$ cat src/rtl/result_drain_pkg.sv
// Shared definitions for the result drain arbiter.
//   DEF_NPORTS / DEF_DATA_W / DEF_ADDR_W : default configuration
//   PSEL_W                               : width of a port index for the default NPORTS
//   drain_state_t                        : drain FSM states
//   qptr_t                               : queue pointer (one wrap bit above the RAM address)
package result_drain_pkg;

    localparam int DEF_NPORTS = 3;
    localparam int DEF_DATA_W = 8;
    localparam int DEF_ADDR_W = 14;
    localparam int PSEL_W     = $clog2(DEF_NPORTS);

    typedef enum logic [1:0] {
        IDLE  = 2'd0,
        ISSUE = 2'd1,
        CAPT  = 2'd2,
        HOLD  = 2'd3
    } drain_state_t;

    typedef logic [DEF_ADDR_W:0] qptr_t;

endpackage

$ cat src/rtl/result_drain_arbiter_rr.sv
// rr_arbiter: combinational round-robin pick.
//   req     in  NPORTS  per-port request (queue non-empty)
//   last    in  SEL_W   port served most recently; search starts at last+1
//   grant   out SEL_W   first requesting port found, 0 when none
//   any_req out 1       at least one request present
module rr_arbiter
    import result_drain_pkg::*;
#(
    parameter int NPORTS = DEF_NPORTS,
    parameter int SEL_W  = (NPORTS > 1) ? $clog2(NPORTS) : 1
) (
    input  logic [NPORTS-1:0] req,
    input  logic [SEL_W-1:0]  last,
    output logic [SEL_W-1:0]  grant,
    output logic              any_req
);

    logic found;

    always_comb begin
        grant   = '0;
        found   = 1'b0;
        any_req = |req;
        // i runs 1..NPORTS so the last-served port is considered last.
        for (int i = 1; i <= NPORTS; i++) begin
            int idx;
            idx = (int'(last) + i) % NPORTS;
            if (!found && req[idx]) begin
                grant = SEL_W'(idx);
                found = 1'b1;
            end
        end
    end

endmodule

$ cat src/rtl/result_drain_arbiter.sv
// result_drain_arbiter: pointer controller and round-robin read scheduler for
// NPORTS result RAMs (one simple dual-port RAM per port). Drains one entry at a
// time into a valid/ready stream.
// Ports:
//   clk, reset (async, active-high)
//   wr_en/wr_gnt/wr_addr : producer strobes, per-port RAM write enables/addresses
//   rd_en/rd_sel/rd_addr : single read request into the muxed RAM bank
//   ram_q                : muxed RAM output, valid the cycle after rd_en
//   out_valid/out_ready/out_data/out_port : drained word stream
//   ovf                  : sticky per-port overflow flags
// Build option: OVF_DETECT_EN - when defined, writes to a full queue are
// dropped and flagged in ovf; otherwise they overwrite the oldest slot.
module result_drain_arbiter
    import result_drain_pkg::*;
#(
    parameter int NPORTS = DEF_NPORTS,
    parameter int DATA_W = DEF_DATA_W,
    parameter int ADDR_W = DEF_ADDR_W,
    localparam int SEL_W = (NPORTS > 1) ? $clog2(NPORTS) : 1
) (
    input  logic                     clk,
    input  logic                     reset,
    input  logic [NPORTS-1:0]        wr_en,
    output logic [NPORTS-1:0]        wr_gnt,
    output logic [NPORTS*ADDR_W-1:0] wr_addr,
    output logic                     rd_en,
    output logic [SEL_W-1:0]         rd_sel,
    output logic [ADDR_W-1:0]        rd_addr,
    input  logic [DATA_W-1:0]        ram_q,
    output logic                     out_valid,
    input  logic                     out_ready,
    output logic [DATA_W-1:0]        out_data,
    output logic [SEL_W-1:0]         out_port,
    output logic [NPORTS-1:0]        ovf
);

    logic [ADDR_W:0]   wr_ptr [NPORTS];
    logic [ADDR_W:0]   rd_ptr [NPORTS];
    logic [NPORTS-1:0] empty;
    logic [NPORTS-1:0] rd_adv;

    drain_state_t      state, state_nxt;
    logic [SEL_W-1:0]  grant;
    logic [SEL_W-1:0]  rr_last;
    logic [SEL_W-1:0]  arb_grant;
    logic              any_req;

    always_comb begin
        empty   = '0;
        rd_adv  = '0;
        wr_addr = '0;
        for (int p = 0; p < NPORTS; p++) begin
            // Registered wr_ptr: a freshly written slot becomes eligible next cycle.
            empty[p]                    = (wr_ptr[p] == rd_ptr[p]);
            rd_adv[p]                   = (state == CAPT) && (grant == SEL_W'(p));
            wr_addr[p*ADDR_W +: ADDR_W] = wr_ptr[p][ADDR_W-1:0];
        end
    end

`ifdef OVF_DETECT_EN
    logic [NPORTS-1:0] full;

    always_comb begin
        full = '0;
        for (int p = 0; p < NPORTS; p++) begin
            full[p] = (wr_ptr[p][ADDR_W] != rd_ptr[p][ADDR_W]) &&
                      (wr_ptr[p][ADDR_W-1:0] == rd_ptr[p][ADDR_W-1:0]);
        end
    end

    assign wr_gnt = wr_en & ~full & {NPORTS{~reset}};

    always_ff @(posedge clk or posedge reset) begin
        if (reset) begin
            ovf <= '0;
        end else begin
            ovf <= ovf | (wr_en & full);
        end
    end
`else
    // No full check: a write to a full queue overwrites the oldest slot.
    assign wr_gnt = wr_en & {NPORTS{~reset}};
    assign ovf    = '0;
`endif

    always_ff @(posedge clk or posedge reset) begin
        if (reset) begin
            for (int p = 0; p < NPORTS; p++) begin
                wr_ptr[p] <= '0;
                rd_ptr[p] <= '0;
            end
        end else begin
            for (int p = 0; p < NPORTS; p++) begin
                if (wr_gnt[p]) wr_ptr[p] <= wr_ptr[p] + 1'b1;
                if (rd_adv[p]) rd_ptr[p] <= rd_ptr[p] + 1'b1;
            end
        end
    end

    rr_arbiter #(
        .NPORTS (NPORTS),
        .SEL_W  (SEL_W)
    ) u_rr (
        .req     (~empty),
        .last    (rr_last),
        .grant   (arb_grant),
        .any_req (any_req)
    );

    always_ff @(posedge clk or posedge reset) begin
        if (reset) begin
            state <= IDLE;
        end else begin
            state <= state_nxt;
        end
    end

    always_comb begin
        state_nxt = state;
        rd_en     = 1'b0;
        case (state)
            IDLE:    if (any_req) state_nxt = ISSUE;
            ISSUE: begin
                rd_en     = 1'b1;
                state_nxt = CAPT;
            end
            CAPT:    state_nxt = HOLD;
            HOLD:    if (out_ready) state_nxt = IDLE;
            default: state_nxt = IDLE;
        endcase
    end

    assign rd_sel = grant;

    always_comb begin
        rd_addr = '0;
        for (int p = 0; p < NPORTS; p++) begin
            if (grant == SEL_W'(p)) rd_addr = rd_ptr[p][ADDR_W-1:0];
        end
    end

    // Arbitration (IDLE) -> read issue (ISSUE) -> capture (CAPT) -> hold (HOLD)
    always_ff @(posedge clk or posedge reset) begin
        if (reset) begin
            grant     <= '0;
            rr_last   <= SEL_W'(NPORTS - 1);
            out_valid <= 1'b0;
            out_data  <= '0;
            out_port  <= '0;
        end else begin
            if (state == IDLE && any_req) grant <= arb_grant;
            if (state == CAPT) begin
                out_data  <= ram_q;
                out_port  <= grant;
                out_valid <= 1'b1;
                rr_last   <= grant;
            end else if (state == HOLD && out_ready) begin
                out_valid <= 1'b0;
            end
        end
    end

endmodule
$ cat config.mk
export PLATFORM = sky130hd
export DESIGN_NAME = result_drain_arbiter
export DESIGN_NICKNAME = d
export VERILOG_FILES = /design/src/rtl/result_drain_pkg.sv /design/src/rtl/result_drain_arbiter_rr.sv /design/src/rtl/result_drain_arbiter.sv
export SDC_FILE = /design/constraint.sdc
export NUM_CORES = 1
export LEC_CHECK = 0
export CORE_MARGIN = 2
export CORE_UTILIZATION = 45
export CTS_CLUSTER_SIZE = 14
export DETAILED_ROUTE_END_ITERATION = 8
export GPL_TIMING_DRIVEN = 0
export PLACE_DENSITY = 0.76
export SYNTH_ARGS = -nofsm -noshare
export SYNTH_HDL_FRONTEND = slang
export SYNTH_SLANG_ARGS = --single-unit
$ cat constraint.sdc
create_clock -name clk -period 4.5 [get_ports clk]
set_input_delay 0.9 -clock clk [delete_from_list [all_inputs] [get_ports clk]]
set_output_delay 0.9 -clock clk [all_outputs]
set_load 0.05 [all_outputs]
Word level (Yosys, flattened, before mapping) --
Index checks and enable logic that the tools add are counted.
Storage, ports and cells: register bits 107, bits of input ports 14, output and inout port bits 76, word-level logic and storage cells 77
Operators by class: $add $sub $neg 9, divide/modulo/power cells 3, $lt $le $gt $ge 3, equal/unequal tests 10, muxes and demuxes 23, bitwise logic cells 3, reduce and logical (&&, ||, !) cells 14
Operators with widths (count):
- $lt 32x4->1 const B | 3
- $mod 32x3->32 const B | 3
- $add 15x1->15 const B | 6
- $eq 15x15->1 | 3
- $mux 14 | 3
- $mux 1 | 11
- $mux 2 | 5
- $pmux 2 s4 | 1
- $logic_and 1x1->1 | 7
- $add 2x2->3 const B | 2
- $bmux 1 s2 | 3
- $eq 2x2->1 const B | 3
- $eq 2x1->1 const B | 2
- $logic_not 2->1 | 2
- $ne 2x2->1 const B | 2
- $add 2x1->3 const B | 1
- $and 3x3->3 | 1
- $not 3->3 | 1
- $reduce_or 3->1 | 1
- $logic_not 1->1 | 2
- $reduce_and 2->1 | 1
- $reduce_bool 2->1 | 1
- $not 1->1 | 1

Depth between registers and ports, before layout --
Gate-level depths: netlist (run 1).
depth after elaboration 12, mapped depth 10, depth with buffers taken out 9

Hierarchy --
A second synthesis (run 1) with hierarchy kept.
Second synthesis, totals: cells, all modules 564, area, all modules 5926.9 µm²
By module, submodules not included:
- result_drain_arbiter | instances 1, cells an instance 550, area each 5821.8 µm², sequential area each 2653.8 µm²
- rr_arbiter | instances 1, cells an instance 14, area each 105.1 µm², sequential area each 0.0 µm²

Least setup slack after synthesis (run 1) --
Ideal clock, no wire load.
path type register to output, start register grant[0] (netlist: rd_sel[0]), end output port rd_addr[10], arrival 2609 ps, data required time 3600 ps, path slack 991 ps, cell stages (with the launch flop) 5, buffers on the path 2, cell sequence dfrtp_1 > buf_2 > buf_1 > mux2i_1 > o21ai_0
On the way: longest elaborated chain between the ends 4, elaborated cells between the ends (all ways) 6, classes of those cells eq/ne (2); mux (3); reduce/logical (1)
RTL lines:
- start, declared | line result_drain_arbiter.sv:43 | logic [SEL_W-1:0] grant;
- start signal, assigned | line result_drain_arbiter.sv:151 | if (state == IDLE && any_req) grant <= arb_grant;
- $logic_not 2->1 | line result_drain_arbiter.sv:138 | if (grant == SEL_W'(p)) rd_addr = rd_ptr[p][ADDR_W-1:0];
- $mux 14 (2 in series) | line result_drain_arbiter.sv:138
- $mux 14 * | line result_drain_arbiter.sv:138
- end, declared | line result_drain_arbiter.sv:28 | output logic [ADDR_W-1:0] rd_addr,
Every way passes the cells marked *; elsewhere a longest branch is shown, timed or not.

Worst setup path after layout (run 1) --
start register grant[0] (netlist: rd_sel[0]), end output port rd_addr[7]
Same word-level chain as after synthesis.

==> metrics.md, run 1 <==
| Metric | Value |
|---|---|
| Avg Cell Area, Syn | about 10 um^2 |
| R2r setup slk | 2150 ps |
| Std-Cell Rows | 42 |
| Buffers on Ports | 86 |
| Die area | 14300 um^2 |
| Post-cts hold buffer count | 0 |
| Slowest-stage cell, CP | clkdlybuf4s50_1 |
| Vias in the first global route | 4313 |
| Dpl hpwl | between 9000 and 10000 um |
| EDFF count, synth | 0 |
| RSZ-0062 raised after global routing | false |
| First-pass GRT wire length | ~21000 um |
| Worst EP arrival | between 2000 and 3000 ps |
| Final WS setup | between 700 and 800 ps |
| FF-to-FF Start | state[0] |
| Gr ovfl total | 0 |
| Antenna-violating nets left | 0 |
| Hold/Removal Path Class | flop to flop |
| DP Worst Slack | approximately 800 ps |
| Relative slew slack | a little over half |
| Die height | 120 um |
| Area delta synth->final | 24.5% |
| Hold Fails Final Rpt | 0 |
| CTS Buf Count | 9 |
| Top Ports | 90 |
| CP Launch Type | flop |
| Clock Sinks | about 110 |
| Layout cells sized above 1 | around 17% |
| Synth Register Bits | ~110 |
| Root buffer selected by CTS | clkbuf_16 |
| H-tree levels | 3 |
| Core ar. | between 10000 and 15000 um^2 |
| Least-Margin Pin Slew | 706 ps |
| Gate Count Post-Synth | 573 |
| Max-slew violations | 0 |
| Status | completed |
| Post-DR wirelength/cell | 14.6 um |
| Yosys cell types | 45 |
| Post-synth top flop | dfrtp_1 |
| CP Max Fanout | 10 |
| Synthesis Warnings | 0 |
| Resized cells post-CTS | 0 |
| Largest net degree at the start of global routing | 69 |
| Fin Setup TNS | 0 ps |
| # setup viols final | 0 |
| Tmin final | between 3000 and 4000 ps |
| DR iter-0 viols | roughly 270 |
| R2r worst-path depth | 9 |
| Die X | between 100 and 150 um |
| Worst-case clock buffer depth | 2 |
| Async S/R FF share, synth | 100% |
| Nature of the critical path endpoint | output port |
| Fmax | between 200 and 300 MHz |
| CTS tree | yes |
| R2R Path End | rd_ptr[44] |
| CP Buf/Inv Count | 3 |
| Placed Instances | 838 |
| Storage cell area | roughly 2700 um^2 |
| Clk_skew | 7.17 ps |
| Lkg Pwr | between 3 and 4 nW |
| Placer Congestion | 0.846 |
| Initial antenna violation count | 0 |
| P per Cell Area | slightly below 600 nW/um^2 |
| Drt pass-1 iters | 4 |
| Routed Wire Length | roughly 13000 um |
| # DRC | 0 |
| Min Hold Slack | about 480 ps |
| Initial core utilization | 45.7% |
| Via count | ~4200 |
| CP endpoint | rd_addr[7] |
| Vias per cell | 4.96 |
| Seq/Total Area, Yosys | approximately 44% |
| Slowest cell delay on critical path | between 800 and 900 ps |
| Critical Path Start | rd_sel[0] |
| Netlist Area Pre-Place | 6010 um^2 |
| CP Class | flop to output port |
| Max Cap Viol | 0 |
| VDD IR-drop max | between 0.4 and 0.5 mV |
| Period Utilization, post-route | between 80% and 90% |
| Area of the multi-input gates | about 2800 um^2 |
| Fin nets | 702 |
| Worst Path Required | 3600 ps |
| Post-Layout Cell Count | approximately 850 |
| WP depth | 5 |
| Final core occ | between 50% and 60% |
| Crit-path cells | buf_2 -> buf_1 -> mux2i_1 -> o21ai_0 -> clkdlybuf4s50_1 |
| Ant diodes | 0 |
| Post-CTS setup buffer count | 0 |
| Worst skew pair latency | 350 ps |
| Reg clk slew, reported paths | ~70 ps |
| Fillcell total | 1143 |
| Global Route Usage Sum | between 10% and 20% |
| Crit path max-delay family | buffers and inverters |
-- cell usage after synthesis, drive strengths merged, types with 2 or more instances --
| master | number | area [um^2] |
|---|---|---|
| a21oi | 4 | 23.8 |
| clkbuf | 6 | 25.0 |
| nor4 | 5 | 61.3 |
| inv | 17 | 63.8 |
| nand3 | 32 | 160 |
| nand4 | 31 | 194 |
| dfrtp | 105 | 2630 |
| nand2 | 44 | 165 |
| nor3 | 4 | 20.0 |
| xnor2 | 86 | 768 |
| nor2b | 6 | 37.5 |
| and2 | 3 | 18.8 |
| and3 | 10 | 62.6 |
| and4 | 3 | 26.3 |
| o21ai | 17 | 85.1 |
| buf | 65 | 479 |
| mux2i | 15 | 150 |
| ha | 15 | 188 |
| or2 | 2 | 12.5 |
| mux2 | 16 | 188 |
| xor2 | 43 | 377 |
| nor2 | 30 | 113 |
-- cells by family (layout without fill, tap and decap cells) --
kind of cell | Yosys count | count (layout) | synth area share [%]
mux | 31 | 31 | 5.62
xor+xnor | 129 | 129 | 19.1
buf+inv | 88 | 191 | 9.46
fa+ha+maj | 15 | 15 | 3.13
flops | 106 | 106 | 44.2
other cells | 1 | 3 | 0.0624
compound gates | 31 | 31 | 3.67
simple gates | 172 | 172 | 14.8
-- stage by stage --
step,total power [mW],cell area [um^2]
after detailed placement,3.52,7120
after CTS,4.45,7480
final,4.41,7480
after floorplan,2.94,6010
after global placement,3.44,7090
after global routing,4.65,7480
-- registers in the layout (all words and copies together), names as in the netlist --
register	cells
rd_ptr	45
wr_addr	42
out_data	8
wr_ptr	3
out_port	2
rd_sel	2
state	2
out_valid	1
rr_last	1
-- power by group --
group	total, mW	leakage (nW)	internal (mW)	switching, mW
Sequential	1.41	1.38	1.16	0.255
Clock	0.921	0.165	0.560	0.361
Combinational	2.08	1.82	0.876	1.21
-- per-layer routing --
metal  wire length [um]  track usage, %  part of all wire [%]  vias to the layer above
met5                  0               0                     0                        -
met4                165            5.66                   1.3                        0
met3                504            3.66                   4.0                       17
met2               6140            30.5                    49                       95
met1               5690            23.4                    46                     2067
li1                   -               -                     -                     2061
-- worst min path at each step --
stage | slack [ps] | cells after the start | from | end
3_5_place_dp | 480 | 1 | out_valid | out_valid
2_1_floorplan | 460 | 1 | rd_ptr[14] | rd_ptr[14]
5_1_grt | 510 | 1 | wr_ptr[44] | wr_ptr[44]
4_1_cts | 490 | 1 | wr_ptr[29] | wr_ptr[29]
6_report | 480 | 1 | out_valid | out_valid
3_3_place_gp | 460 | 1 | out_valid | out_valid
-- placed cells by master (no fill, tap or decap), drive strengths merged, types with 2 or more instances in the layout --
master and count:
nand2 44, mux2 16, nor2 30, xnor2 86
nor2b 6, xor2 43, nor3 4, and4 3
nand4 31, bufinv 3, or2 2, dfrtp 105
and3 10, clkdlybuf4s50 86, nand3 32, nor4 5
a21oi 4, ha 15, and2 3, buf 66
inv 17, o21ai 17, clkinvlp 2, clkbuf 16
mux2i 15, conb 3
-- final cells by class --
cell class	instances	share of cell area, %
Multi-Input combinational cell	381	37.3
Sequential cell	106	35.5
Timing Repair Buffer	87	11.9
Buffer	71	6.74
Clock buffer	10	3.20
Tap cell	176	2.95
Clock inverter	6	1.52
Inverter	17	0.887
(Power assumes the default switching activity.)
==> run 2: changes to the inputs <==
- PLACE_DENSITY: 0.76 -> 0.79
- clock period: 4.5 -> 3.3 ns (I/O delays scaled with it)
==> run 2 against run 1 <==
Against the previous run: wire length decreased by 0.61%; final area down 1.0%; clock-buffer cell count did not move; die area unchanged; critical path depth decreased by 1; first-iteration DRC count fell by 21%; clock power up 12%; sequential cell count unchanged; combinational power is 36% higher; worst setup slack got worse by 650 ps; register-to-register slack got worse by 1200 ps; total power grew 31%; largest power group unchanged.
==> metrics.md, run 2 (same netlist as run 1, synthesis figures left out) <==
| Metric | Value |
|---|---|
| Fin nets | 703 (was 702) |
| Std-Cell Rows | 42 (unchanged) |
| CP Max Fanout | 7 (was 10) |
| Fillcell total | 1161 (was 1143) |
| Lkg Pwr | 3.39 nW (was 3.36 nW) |
| Switching share of power | 42.3% (was 41.3%) |
| Die height | 120 um (unchanged) |
| Fmax | ~310 MHz |
| Worst-case clock buffer depth | 2 (unchanged) |
| Relative slew slack | 54.3% (was 52.9%) |
| Combinational cell fraction of total power | 48.9% (was 47.2%) |
| Clock Sinks | 106 (unchanged) |
| Largest net degree at the start of global routing | 42 (was 69) |
| Slowest cell delay on critical path | 820 ps (was 860 ps) |
| First-pass GRT wire length | 21000 um (was 20700 um) |
| CP Class | input port to output port (was flop to output port) |
| Status | completed (unchanged) |
| Global Route Usage Sum | 18.4% (was 18.1%) |
| Commonest cells after routing, fill and taps aside | dfrtp_1, xnor2_1, clkdlybuf4s50_1 (was dfrtp_1, clkdlybuf4s50_1, xnor2_1) |
| Clk_skew | 7.49 ps (was 7.17 ps) |
| Period Utilization, post-route | around 98% |
| Max reg flops | 45 (unchanged) |
| Sequential share of power | 33.4% (was 32.0%) |
| Switch Pwr | 2.45 mW (was 1.82 mW) |
| Top Ports | 90 (unchanged) |
| Crit path max-delay family | buffers and inverters (unchanged) |
| Die area | 14300 um^2 (unchanged) |
| Core ar. | 13100 um^2 (unchanged) |
| Vias per cell | 4.96 (about the same) |
| Via count | 4232 (was 4240) |
| Layout cells sized above 1 | 16.5% (was 16.7%) |
| CTS Buf Count | 9 (unchanged) |
| Int Power | 3.34 mW (was 2.59 mW) |
| Antenna-violating nets left | 0 (unchanged) |
| H-tree levels | 3 (unchanged) |
| Placer Congestion | 0.808 (was 0.846) |
| Vias in the first global route | 4304 (was 4313) |
| Storage cell area | 2650 um^2 (unchanged) |
| Nature of the critical path endpoint | output port (unchanged) |
| P per Cell Area | 782 nW/um^2 (was 590 nW/um^2) |
| VDD IR-drop max | 0.649 mV (was 0.421 mV) |
| Hold/Removal Path Class | flop to flop (unchanged) |
| Drt pass-1 iters | 4 (unchanged) |
| Clk pwr share | 17.7% (was 20.9%) |
| Root buffer selected by CTS | clkbuf_16 (unchanged) |
| Slowest-stage cell, CP | clkdlybuf4s50_1 (unchanged) |
| Dpl hpwl | 9650 um (was 9370 um) |
| CTS tree | yes (unchanged) |
| Hold Fails Final Rpt | 0 (unchanged) |
| Routed Wire Length | 12400 um (was 12500 um) |
| Crit-path cells | clkdlybuf4s50_1 -> nor2b_1 -> buf_2 -> clkdlybuf4s50_1 (was buf_2 -> buf_1 -> mux2i_1 -> o21ai_0 -> clkdlybuf4s50_1) |
| CP Launch Type | input port (was flop) |
| Worst EP arrival | 2570 ps (was 2880 ps) |
| Tmin final | between 3000 and 4000 ps |
| Max-slew violations | 0 (unchanged) |
| Largest reg by FF count | rd_ptr (unchanged) |
| Fin Setup TNS | 0 ps (unchanged) |
| Most common cell after layout, fill and taps aside | dfrtp_1 (unchanged) |
| Area delta synth->final | 23.2% (was 24.5%) |
| Die X | 120 um (unchanged) |
| Area of the multi-input gates | 2790 um^2 (unchanged) |
| DR iter-0 viols | 217 (was 274) |
| # setup viols final | 0 (unchanged) |
| Post-DR wirelength/cell | 14.6 um (about the same) |
| Gr ovfl total | 0 (unchanged) |
| Least-Margin Pin Slew | 685 ps (was 706 ps) |
| CP Buf/Inv Count | 3 (unchanged) |
| Initial core utilization | 45.7% (unchanged) |
| Worst Path Required | 2640 ps (was 3600 ps) |
| Power Total | 5.79 mW (was 4.41 mW) |
| Worst path most repeated cell | clkdlybuf4s50_1 |
| Max Cap Viol | 0 (unchanged) |
| Worst skew pair latency | 340 ps (was 350 ps) |
| # DRC | 0 (unchanged) |
| Ant diodes | 0 (unchanged) |
| Buffers on Ports | 86 (unchanged) |
| Initial antenna violation count | 0 (unchanged) |
| RSZ-0062 raised after global routing | false (unchanged) |
| Reg clk slew, reported paths | 60 ps (was 70 ps) |
[run 2: cell count changes in the layout (fill, tap and decap cells not counted), sizes merged, moves of 2 or more]
| cell | before | now |
|---|---|---|
| clkdlybuf4s50 | 86 | 76 |
| dlygate4sd2 | 0 | 10 |
| bufinv | 3 | 1 |
| clkinv | 1 | 3 |
[run 2: path summary, 6_finish.rpt]
| path | startpoint | slack (ps) | cells past startpoint | endpoint |
|---|---|---|---|---|
| hold reg to reg | rd_ptr[44] | 500 | 1 | rd_ptr[44] |
| hold / removal | rd_ptr[44] | 500 | 1 | rd_ptr[44] |
| setup / recovery | reset | 70 | 4 | wr_gnt[1] |
| min in group asynchronous | reset | 970 | 2 | out_data[2] |
| setup reg to reg | state[0] | 1000 | 9 | rd_ptr[44] |
| max in group asynchronous | reset | 1670 | 3 | rr_last[1] |
[run 2: power groups by stage]
stage	clock network, mW	registers (mW)	logic, mW
after floorplan	0	2.11	1.91
after global placement	0	1.93	2.76
after detailed placement	0	1.96	2.85
after CTS	1.05	1.93	2.85
after global routing	1.10	1.98	3.02
final	1.03	1.93	2.83
[run 2: metal layers]
| layer | routed length, um | GRT usage, % |
|---|---|---|
| met5 | 0 | 0 |
| met4 | 182 | 4.26 |
| met3 | 623 | 5.23 |
| met2 | 6080 | 30.7 |
| met1 | 5550 | 23.7 |
[run 2: final cells by class]
| class | count | area share, % |
|---|---|---|
| timing repair buffer | 88 | 12.0 |
| inverter | 17 | 0.913 |
| multi-input combinational | 381 | 37.7 |
| clock buffer | 10 | 3.09 |
| sequential | 106 | 35.9 |
| buffer | 71 | 6.83 |
| tap | 176 | 2.98 |
| clock inverter | 4 | 0.609 |
[run 2: metrics by stage]
step	cells	utilization (%)	worst slack, ps	hold slack (ps)	area [um^2]
4_1_cts	853	56.3	64.4	496	7400
3_5_place_dp	839	54.3	62.1	476	7140
5_1_grt	853	56.3	0.880	507	7400
2_1_floorplan	575	-	30.6	460	6020
6_report	853	56.3	72.5	495	7400
3_3_place_gp	837	54.0	53.6	463	7100
[run 2: repair_timing]
| item | in CTS | in global routing |
|---|---|---|
| resized for setup | 11 | 0 |
| setup buffers | 0 | 0 |
| hold buffers | 0 | 0 |
| endpoints found under the setup margin | 10 | 0 |
==> run 3: changes to the inputs <==
- TNS_END_PERCENT: unset -> 20
==> results of run 3 <==
Final layout, timing and power as in run 2 (identical DEF).
